<file path="config.mk">
export PLATFORM = sky130hd
export DESIGN_NAME = input_conditioner
export DESIGN_NICKNAME = d
export VERILOG_FILES = /design/src/rtl/input_conditioner.sv
export SDC_FILE = /design/constraint.sdc
export NUM_CORES = 1
export LEC_CHECK = 0
export BUFFER_PORTS_ARGS = -buffer_cell sky130_fd_sc_hd__buf_2
export CORE_MARGIN = 5
export CORE_UTILIZATION = 32
export CTS_BUF_LIST = sky130_fd_sc_hd__clkbuf_4 sky130_fd_sc_hd__clkbuf_8
export DETAILED_ROUTE_END_ITERATION = 10
export PLACE_DENSITY_LB_ADDON = 0.12
export RECOVER_POWER = 100
export SYNTH_ARGS = -nofsm -noshare
export SYNTH_HDL_FRONTEND = slang
export SYNTH_SLANG_ARGS = --single-unit
</file>
<file path="constraint.sdc">
create_clock -name clk -period 3 [get_ports clk]
set_input_delay 0.45 -clock clk [delete_from_list [all_inputs] [get_ports clk]]
set_output_delay 0.45 -clock clk [all_outputs]
set_load 0.02 [all_outputs]
</file>
<file path="src/rtl/input_conditioner.sv">
// input_conditioner: per-channel synchroniser, polarity fix and debounce for
// slow asynchronous board inputs (buttons, smoke, PIR, limit switches).
//
// Optional feature macro: INPUT_COND_EDGE_EN
//   defined   -> rise_o / fall_o pulses and sticky changed_o flags are built
//   undefined -> rise_o, fall_o, changed_o tied to 0, clr_i ignored
//
// Ports
//   clk        system clock (single domain)
//   reset_n    asynchronous active-low reset
//   raw_i      [NUM_CH] asynchronous pins
//   clr_i      synchronous clear of changed_o
//   level_o    [NUM_CH] debounced, polarity-corrected level
//   rise_o     [NUM_CH] one-cycle pulse, clock after level_o goes 0->1
//   fall_o     [NUM_CH] one-cycle pulse, clock after level_o goes 1->0
//   changed_o  [NUM_CH] sticky "level changed" flag

// Per-channel lane: 2-flop sync, polarity, 4-state debounce FSM, edge/sticky.
module input_conditioner_ch #(
  parameter int   DEBOUNCE_CYCLES = 1000000,
  parameter logic INV             = 1'b0
) (
  input  logic clk,
  input  logic reset_n,
  input  logic raw,
  input  logic clr,
  output logic level,
  output logic rise,
  output logic fall,
  output logic changed
);
  localparam int CW = $clog2(DEBOUNCE_CYCLES + 1);
  // Counter runs up to DEBOUNCE_CYCLES; the transition fires on the sample
  // after that, giving DEBOUNCE_CYCLES+2 clocks from pin to level.
  localparam logic [CW-1:0] CNT_MAX = CW'(DEBOUNCE_CYCLES);

  localparam logic [1:0] STABLE_LO = 2'd0;
  localparam logic [1:0] PEND_HI   = 2'd1;
  localparam logic [1:0] STABLE_HI = 2'd2;
  localparam logic [1:0] PEND_LO   = 2'd3;

  logic [1:0]    sync;
  logic          s;
  logic [1:0]    state;
  logic [CW-1:0] cnt;

  // Reset to the idle pin level so an idle active-low input looks idle.
  always_ff @(posedge clk or negedge reset_n) begin
    if (!reset_n) sync <= {2{INV}};
    else          sync <= {sync[0], raw};
  end

  assign s = sync[1] ^ INV;

  always_ff @(posedge clk or negedge reset_n) begin
    if (!reset_n) begin
      state <= STABLE_LO;
      cnt   <= '0;
      level <= 1'b0;
    end else begin
      case (state)
        STABLE_LO: if (s) begin
          state <= PEND_HI;
          cnt   <= CW'(1);
        end
        PEND_HI: begin
          if (!s) begin
            state <= STABLE_LO;
            cnt   <= '0;
          end else if (cnt == CNT_MAX) begin
            state <= STABLE_HI;
            cnt   <= '0;
            level <= 1'b1;
          end else begin
            cnt <= cnt + 1'b1;
          end
        end
        STABLE_HI: if (!s) begin
          state <= PEND_LO;
          cnt   <= CW'(1);
        end
        default: begin // PEND_LO
          if (s) begin
            state <= STABLE_HI;
            cnt   <= '0;
          end else if (cnt == CNT_MAX) begin
            state <= STABLE_LO;
            cnt   <= '0;
            level <= 1'b0;
          end else begin
            cnt <= cnt + 1'b1;
          end
        end
      endcase
    end
  end

`ifdef INPUT_COND_EDGE_EN
  logic level_d;
  logic chg_now;

  assign chg_now = level ^ level_d;

  // The pulse cycle itself also counts as a set, so a clear landing while
  // rise/fall is high cannot wipe out the event it is reporting.
  always_ff @(posedge clk or negedge reset_n) begin
    if (!reset_n) begin
      level_d <= 1'b0;
      rise    <= 1'b0;
      fall    <= 1'b0;
      changed <= 1'b0;
    end else begin
      level_d <= level;
      rise    <= level & ~level_d;
      fall    <= ~level & level_d;
      changed <= (changed & ~clr) | chg_now | rise | fall;
    end
  end
`else
  logic unused_clr;
  assign unused_clr = clr;
  assign rise       = 1'b0;
  assign fall       = 1'b0;
  assign changed    = 1'b0;
`endif
endmodule

module input_conditioner #(
  parameter int                NUM_CH          = 8,
  parameter int                DEBOUNCE_CYCLES = 1000000,
  parameter logic [NUM_CH-1:0] INVERT_MASK     = '0
) (
  input  logic              clk,
  input  logic              reset_n,
  input  logic [NUM_CH-1:0] raw_i,
  input  logic              clr_i,
  output logic [NUM_CH-1:0] level_o,
  output logic [NUM_CH-1:0] rise_o,
  output logic [NUM_CH-1:0] fall_o,
  output logic [NUM_CH-1:0] changed_o
);
  for (genvar i = 0; i < NUM_CH; i++) begin : g_ch
    input_conditioner_ch #(
      .DEBOUNCE_CYCLES (DEBOUNCE_CYCLES),
      .INV             (INVERT_MASK[i])
    ) u_ch (
      .clk     (clk),
      .reset_n (reset_n),
      .raw     (raw_i[i]),
      .clr     (clr_i),
      .level   (level_o[i]),
      .rise    (rise_o[i]),
      .fall    (fall_o[i]),
      .changed (changed_o[i])
    );
  end
endmodule

</file>
After elaboration in Yosys (flattened, before gate mapping)
Index checks and enable logic that the tools add are counted.
W data, S select, Z words.
{"block": "op_classes", "add_sub_neg": 8, "eq_ne": 64, "n_mux": 144, "bitwise": 8, "n_reduce_logical": 48}
{"operator": "$mux W20", "count": 40}
{"operator": "$pmux W20 S3", "count": 8}
{"operator": "$add A20 B1 Y20 const B", "count": 8}
{"operator": "$eq A20 B20 Y1 const B", "count": 8}
{"operator": "$mux W2", "count": 48}
{"operator": "$reduce_and A4 Y1", "count": 16}
{"operator": "$pmux W2 S3", "count": 8}
{"operator": "$mux W1", "count": 32}
{"operator": "$ne A2 B1 Y1 const B", "count": 16}
{"operator": "$ne A2 B2 Y1 const B", "count": 16}
{"operator": "$reduce_bool A4 Y1", "count": 8}
{"operator": "$ne A3 B3 Y1 const B", "count": 8}
{"operator": "$eq A2 B1 Y1 const B", "count": 8}
{"operator": "$eq A2 B2 Y1 const B", "count": 8}
{"operator": "$logic_not A2 Y1", "count": 8}
{"operator": "$pmux W1 S2", "count": 8}
{"operator": "$reduce_and A2 Y1", "count": 8}
{"operator": "$reduce_or A2 Y1", "count": 8}
{"operator": "$not A1 Y1", "count": 8}
{"block": "totals", "register_bits": 200, "input_bits": 11, "out_inout_bits": 32, "word_cells": 304}

Longest topological paths before layout
{"block": "logic_depth", "depth_word": 4, "ltp_mapped": 10, "mapped_depth_nobuf": 7}

By module
From an unflattened synthesis, not the netlist that was laid out.
{"block": "hier_totals", "cells_unflattened": 1332, "area_unflattened_um2": 12214.2}
{"mod": "input_conditioner_ch at g_ch[0].u_ch ...", "n_inst": 7, "cells_each": 168, "area_per_inst_um2": 1535.2, "seq_area_each_um2": 625.6}
{"mod": "input_conditioner_ch at g_ch[7].u_ch", "n_inst": 1, "cells_each": 156, "area_per_inst_um2": 1467.7, "seq_area_each_um2": 625.6}

Worst setup path before layout
Ideal clock, no wire load.
{"block": "synth_path", "path_type": "register to register", "start": "reg g_ch[6].u_ch.cnt[15]", "end": "reg g_ch[6].u_ch.level", "setup_ns": 0.127, "arrival_time_ns": 2.151, "path_slack_ns": 0.723, "path_stages_with_launch": 7, "period_less_slack_ns": 2.277, "path_cell_list": "dfrtp_1 > or4b_1 > or4b_1 > or2_1 > buf_6 > o41ai_2 > o2bb2a_1"}
{"block": "synth_via", "elab_chain_len": 2}
{"item": "from (decl)", "line_no": "45", "source": "logic [CW-1:0] cnt;"}
{"item": "from (signal assigned)", "line_no": "75", "source": "cnt <= cnt + 1'b1;"}
{"item": "from (signal assigned)", "line_no": "91", "source": "cnt <= cnt + 1'b1;"}
{"item": "$eq A20 B20 Y1", "line_no": "70, 86"}
{"item": "$reduce_and A4 Y1 (no line)"}
{"item": "to (signal assigned)", "line_no": "59", "source": "level <= 1'b0;"}
{"item": "to (signal assigned)", "line_no": "73", "source": "level <= 1'b1;"}
{"item": "to (signal assigned)", "line_no": "89", "source": "level <= 1'b0;"}
{"item": "to (decl)", "line_no": "27", "source": "output logic level,"}
Every way passes these cells.
A chain may end at the register's enable or synchronous reset.

Final worst setup path
{"block": "layout_path", "start": "reg g_ch[1].u_ch.cnt[11]", "end": "reg g_ch[1].u_ch.cnt[9]"}
{"block": "layout_via", "elab_chain_len": 4, "elab_cells_between_ends": 5}
{"item": "from (decl)", "line_no": "45"}
{"item": "from (signal assigned)", "line_no": "75"}
{"item": "from (signal assigned)", "line_no": "91"}
{"item": "$eq A20 B20 Y1 (*)", "line_no": "70, 86"}
{"item": "$mux W20 (*)", "line_no": "70, 86"}
{"item": "$mux W20, on equally long branches", "line_no": "83, 67"}
{"item": "$pmux W20 S3 (*)", "line_no": "61", "source": "case (state)"}
Mark *: on every way between the ends. The rest lies on a longest branch, timed or not.

==> results.py <==
metrics = {
    "status": {
        "outcome": "finished, violations left",
        "violations": "capacitance limit, slew limit",
    },
    "synth": {
        "yosysMostFrequentCell": "dfrtp_1",
        "syn_inst": 1220,
        "yosysWarnings": 0,
        "synth_commonest_cells": "dfrtp_1, nor2_1, nand2_1",
        "synth_flop_cell": "dfrtp_1",
        "syn-mean-instance-area_sq_um": 9.309,
        "ys_seq_area_share_pct": 44.07,
        "async_flop_share_pct": 100.0,
        "synth_top_area_share_pct": 44.07,
        "synth-edff-count": 0,
        "synth-seq-cells": 200,
        "synth.top_cells.by_area": "dfrtp_1, ha_1, nor2_1",
        "yosysUniqueCellTypes": 65,
        "yosysTopAreaCell": "dfrtp_1",
        "syn_area_sq_um": 11360,
    },
    "clock_network": {
        "cts_buffers": 17,
        "cts_root_buf": "clkbuf_8",
        "clock_path_buffers": 2,
        "path_clk_slew_ns": 0.09,
        "post_cts_resized": 0,
        "ctsHtreeMaxLevel": 4,
        "clkSinkCount": 200,
        "clkLatencyLatePin_ns": 0.47,
        "cts_tree": "built",
    },
    "critical_path": {
        "cp.required_ns": 3.34,
        "end_kind": "register",
        "reg2reg_from": "g_ch[1].u_ch.cnt[11]",
        "r2r_slack_ns": 0.49,
        "crit_path_cell_trace": "or4b_1 -> nor4b_1 -> a21o_1 -> and2_0 -> clkbuf_2 -> nor2_1",
        "crit_type": "reg2reg",
        "worstPathArrival_ns": 2.85,
        "reg2reg_depth": 6,
        "critPathMaxStageDelay_ns": 0.53,
        "slowest_stage": "nor4b_1",
        "critPathLaunchType": "register",
        "cp_max_fo": 14,
        "timing.rr.end": "g_ch[1].u_ch.cnt[9]",
    },
    "route": {
        "final_antenna_net_count": 0,
        "drc": 0,
        "first_pass_iters": 4,
        "via_per_inst": 5.000,
        "wl_mm": 23.01,
        "wl_per_cell_microns": 13.46,
        "drt_iter0_markers": 497,
        "via_count": 8545,
    },
    "die": {
        "die_y_microns": 198.4,
        "rows": 69,
        "num_io_pins": 43,
        "core_area_sq_um": 35310,
        "die_area_sq_um": 39360,
        "start_util_pct": 32.16,
        "fp.dieW_microns": 198.4,
    },
    "final_layout": {
        "nNetsFinal": 1296,
        "register_area_sq_um": 5005,
        "multi_input_area_sq_um": 5818,
        "n_fill_cell": 3571,
        "diodes": 0,
        "areaGrowthSynthToFinish_pct": 7.910,
        "drive_above_1_share_pct": 6.250,
    },
    "min_path": {
        "hold_depth": 1,
        "hp-start": "raw_i[5]",
        "min_to": "g_ch[5].u_ch.sync[0]",
        "worstHoldPathType": "in2reg",
    },
    "timing": {
        "fin_crit_sh_pct": 83.60,
        "holdWs_ns": 0.07909,
        "tightest_slew_ns": 1.735,
        "fin_crit_ns": 2.508,
        "slew_headroom_pct": -15.68,
        "hold_violations": 0,
        "rsz0062_at_grt": "false",
        "finalMaxSlewViolations": 61,
        "finalClockSkew_ns": 0.01122,
        "fmax_mhz": 398.7,
        "tns_ns": 0,
        "setup_viol": 0,
    },
    "place": {
        "finalWeightedCongestion": 0.7651,
        "portBuffers": 17,
        "hpwl_mm": 15.70,
    },
    "pwr": {
        "totalPowerFinal_w": 0.007882,
        "power.density_nw_per_um2": 643.1,
        "p_leak_nw": 5.055,
        "ir_worst_vdd_v": 0.0003080,
    },
    "grt": {
        "grt_pass1_wl_mm": 40.85,
        "grt_pass1_vias": 8417,
        "antenna_found_initial": 0,
        "grt_usage_pct": 12.22,
        "overflow": 0,
        "grt_max_degree": 63,
    },
    "job": {
        "cap_violations": 1,
    },
}
placed cells by master (no fill, tap or decap), types with 12 or more instances in the layout:
master	synthesis	final
a21o_1	12	12
a21oi_1	33	33
a22o_1	12	12
and3_1	32	32
clkbuf_1	29	18
clkbuf_8	0	20
conb_1	1	24
dfrtp_1	200	200
ha_1	48	48
inv_1	58	58
mux2_2	15	12
mux2i_1	17	17
nand2_1	99	99
nand3_1	83	83
nand4_1	38	38
nor2_1	140	140
nor3_1	42	42
nor4_1	22	22
nor4b_1	15	15
o21ai_0	46	47
o311ai_0	14	14
xnor2_1	54	54
xor2_1	31	31
report_power, final:
group | total [W] | internal [W] | switching, W | leakage, nW
sequential | 0.00320 | 0.00294 | 0.000256 | 2.70
combinational | 0.00294 | 0.00106 | 0.00188 | 2.16
clock | 0.00175 | 0.000813 | 0.000933 | 0.193
cells by family after synthesis:
| family | count (synthesis) | synth area share (%) |
|---|---|---|
| buffers and inverters | 125 | 5.354 |
| other | 1 | 0.03302 |
| DFF | 200 | 44.07 |
| xor gates and xnor gates | 85 | 6.555 |
| and+or+nand+nor | 554 | 25.06 |
| AOI/OAI and AO/OA | 175 | 10.65 |
| adders and majority gates | 48 | 5.288 |
| muxes | 32 | 2.986 |
metrics by stage:
step	area [sq um]	instances	setup WS [ns]	utilization (%)
floorplan	11440	1243	0.7229	-
global placement	11930	1678	0.5430	33.79
detailed placement	11930	1678	0.5185	33.79
CTS	12330	1709	0.4987	34.91
global route	12260	1709	0.2534	34.71
finish	12260	1709	0.4919	34.71
metal layers:
| layer | track usage (%) | routed length, microns | vias up |
|---|---|---|---|
| met4 | 2.958 | 215 | 0 |
| met3 | 2.473 | 536 | 12 |
| met2 | 19.75 | 10580 | 77 |
| met5 | 0 | 0 | - |
| li1 | - | - | 4307 |
| met1 | 16.96 | 11680 | 4149 |
flip-flops by register name (all words and copies together) (netlist names), named ones only:
name             cells
g_ch.u_ch.state      8
g_ch.u_ch.sync      16
g_ch.u_ch.level      8
g_ch.u_ch.cnt      160
critical path: cells and delay by family, from the launching register on:
| family | cells | cell delay (ns) |
|---|---|---|
| AND/OR/NAND/NOR | 4 | 1.31 |
| flip-flops | 1 | 0.41 |
| AO/OA/AOI/OAI | 1 | 0.38 |
| buffers and inverters | 1 | 0.29 |
area by class of cell:
cell class | count | area share (%)
Tap cell | 461 | 4.706
Sequential cell | 200 | 40.84
Multi-Input combinational cell | 918 | 47.47
Timing Repair Buffer | 42 | 2.042
Clock buffer | 22 | 2.369
Inverter | 58 | 1.776
Clock inverter | 8 | 0.7963
how the worst max path moves through the flow:
stage	slack, ns	end	startpoint
after global placement	0.54	g_ch[6].u_ch.cnt[5]	g_ch[6].u_ch.cnt[13]
final	0.49	g_ch[1].u_ch.cnt[9]	g_ch[1].u_ch.cnt[11]
after CTS	0.50	g_ch[6].u_ch.cnt[9]	g_ch[6].u_ch.cnt[13]
after detailed placement	0.52	g_ch[6].u_ch.cnt[9]	g_ch[6].u_ch.cnt[13]
after global routing	0.25	g_ch[4].u_ch.cnt[17]	g_ch[4].u_ch.state[0]
after floorplan	0.72	g_ch[6].u_ch.level	g_ch[6].u_ch.cnt[15]
what timing repair did:
item	in CTS	in global routing
setup buffers	0	0
hold endpoints to repair	59	0
hold buffers	1	0
Power figures use the tool's default switching activity.
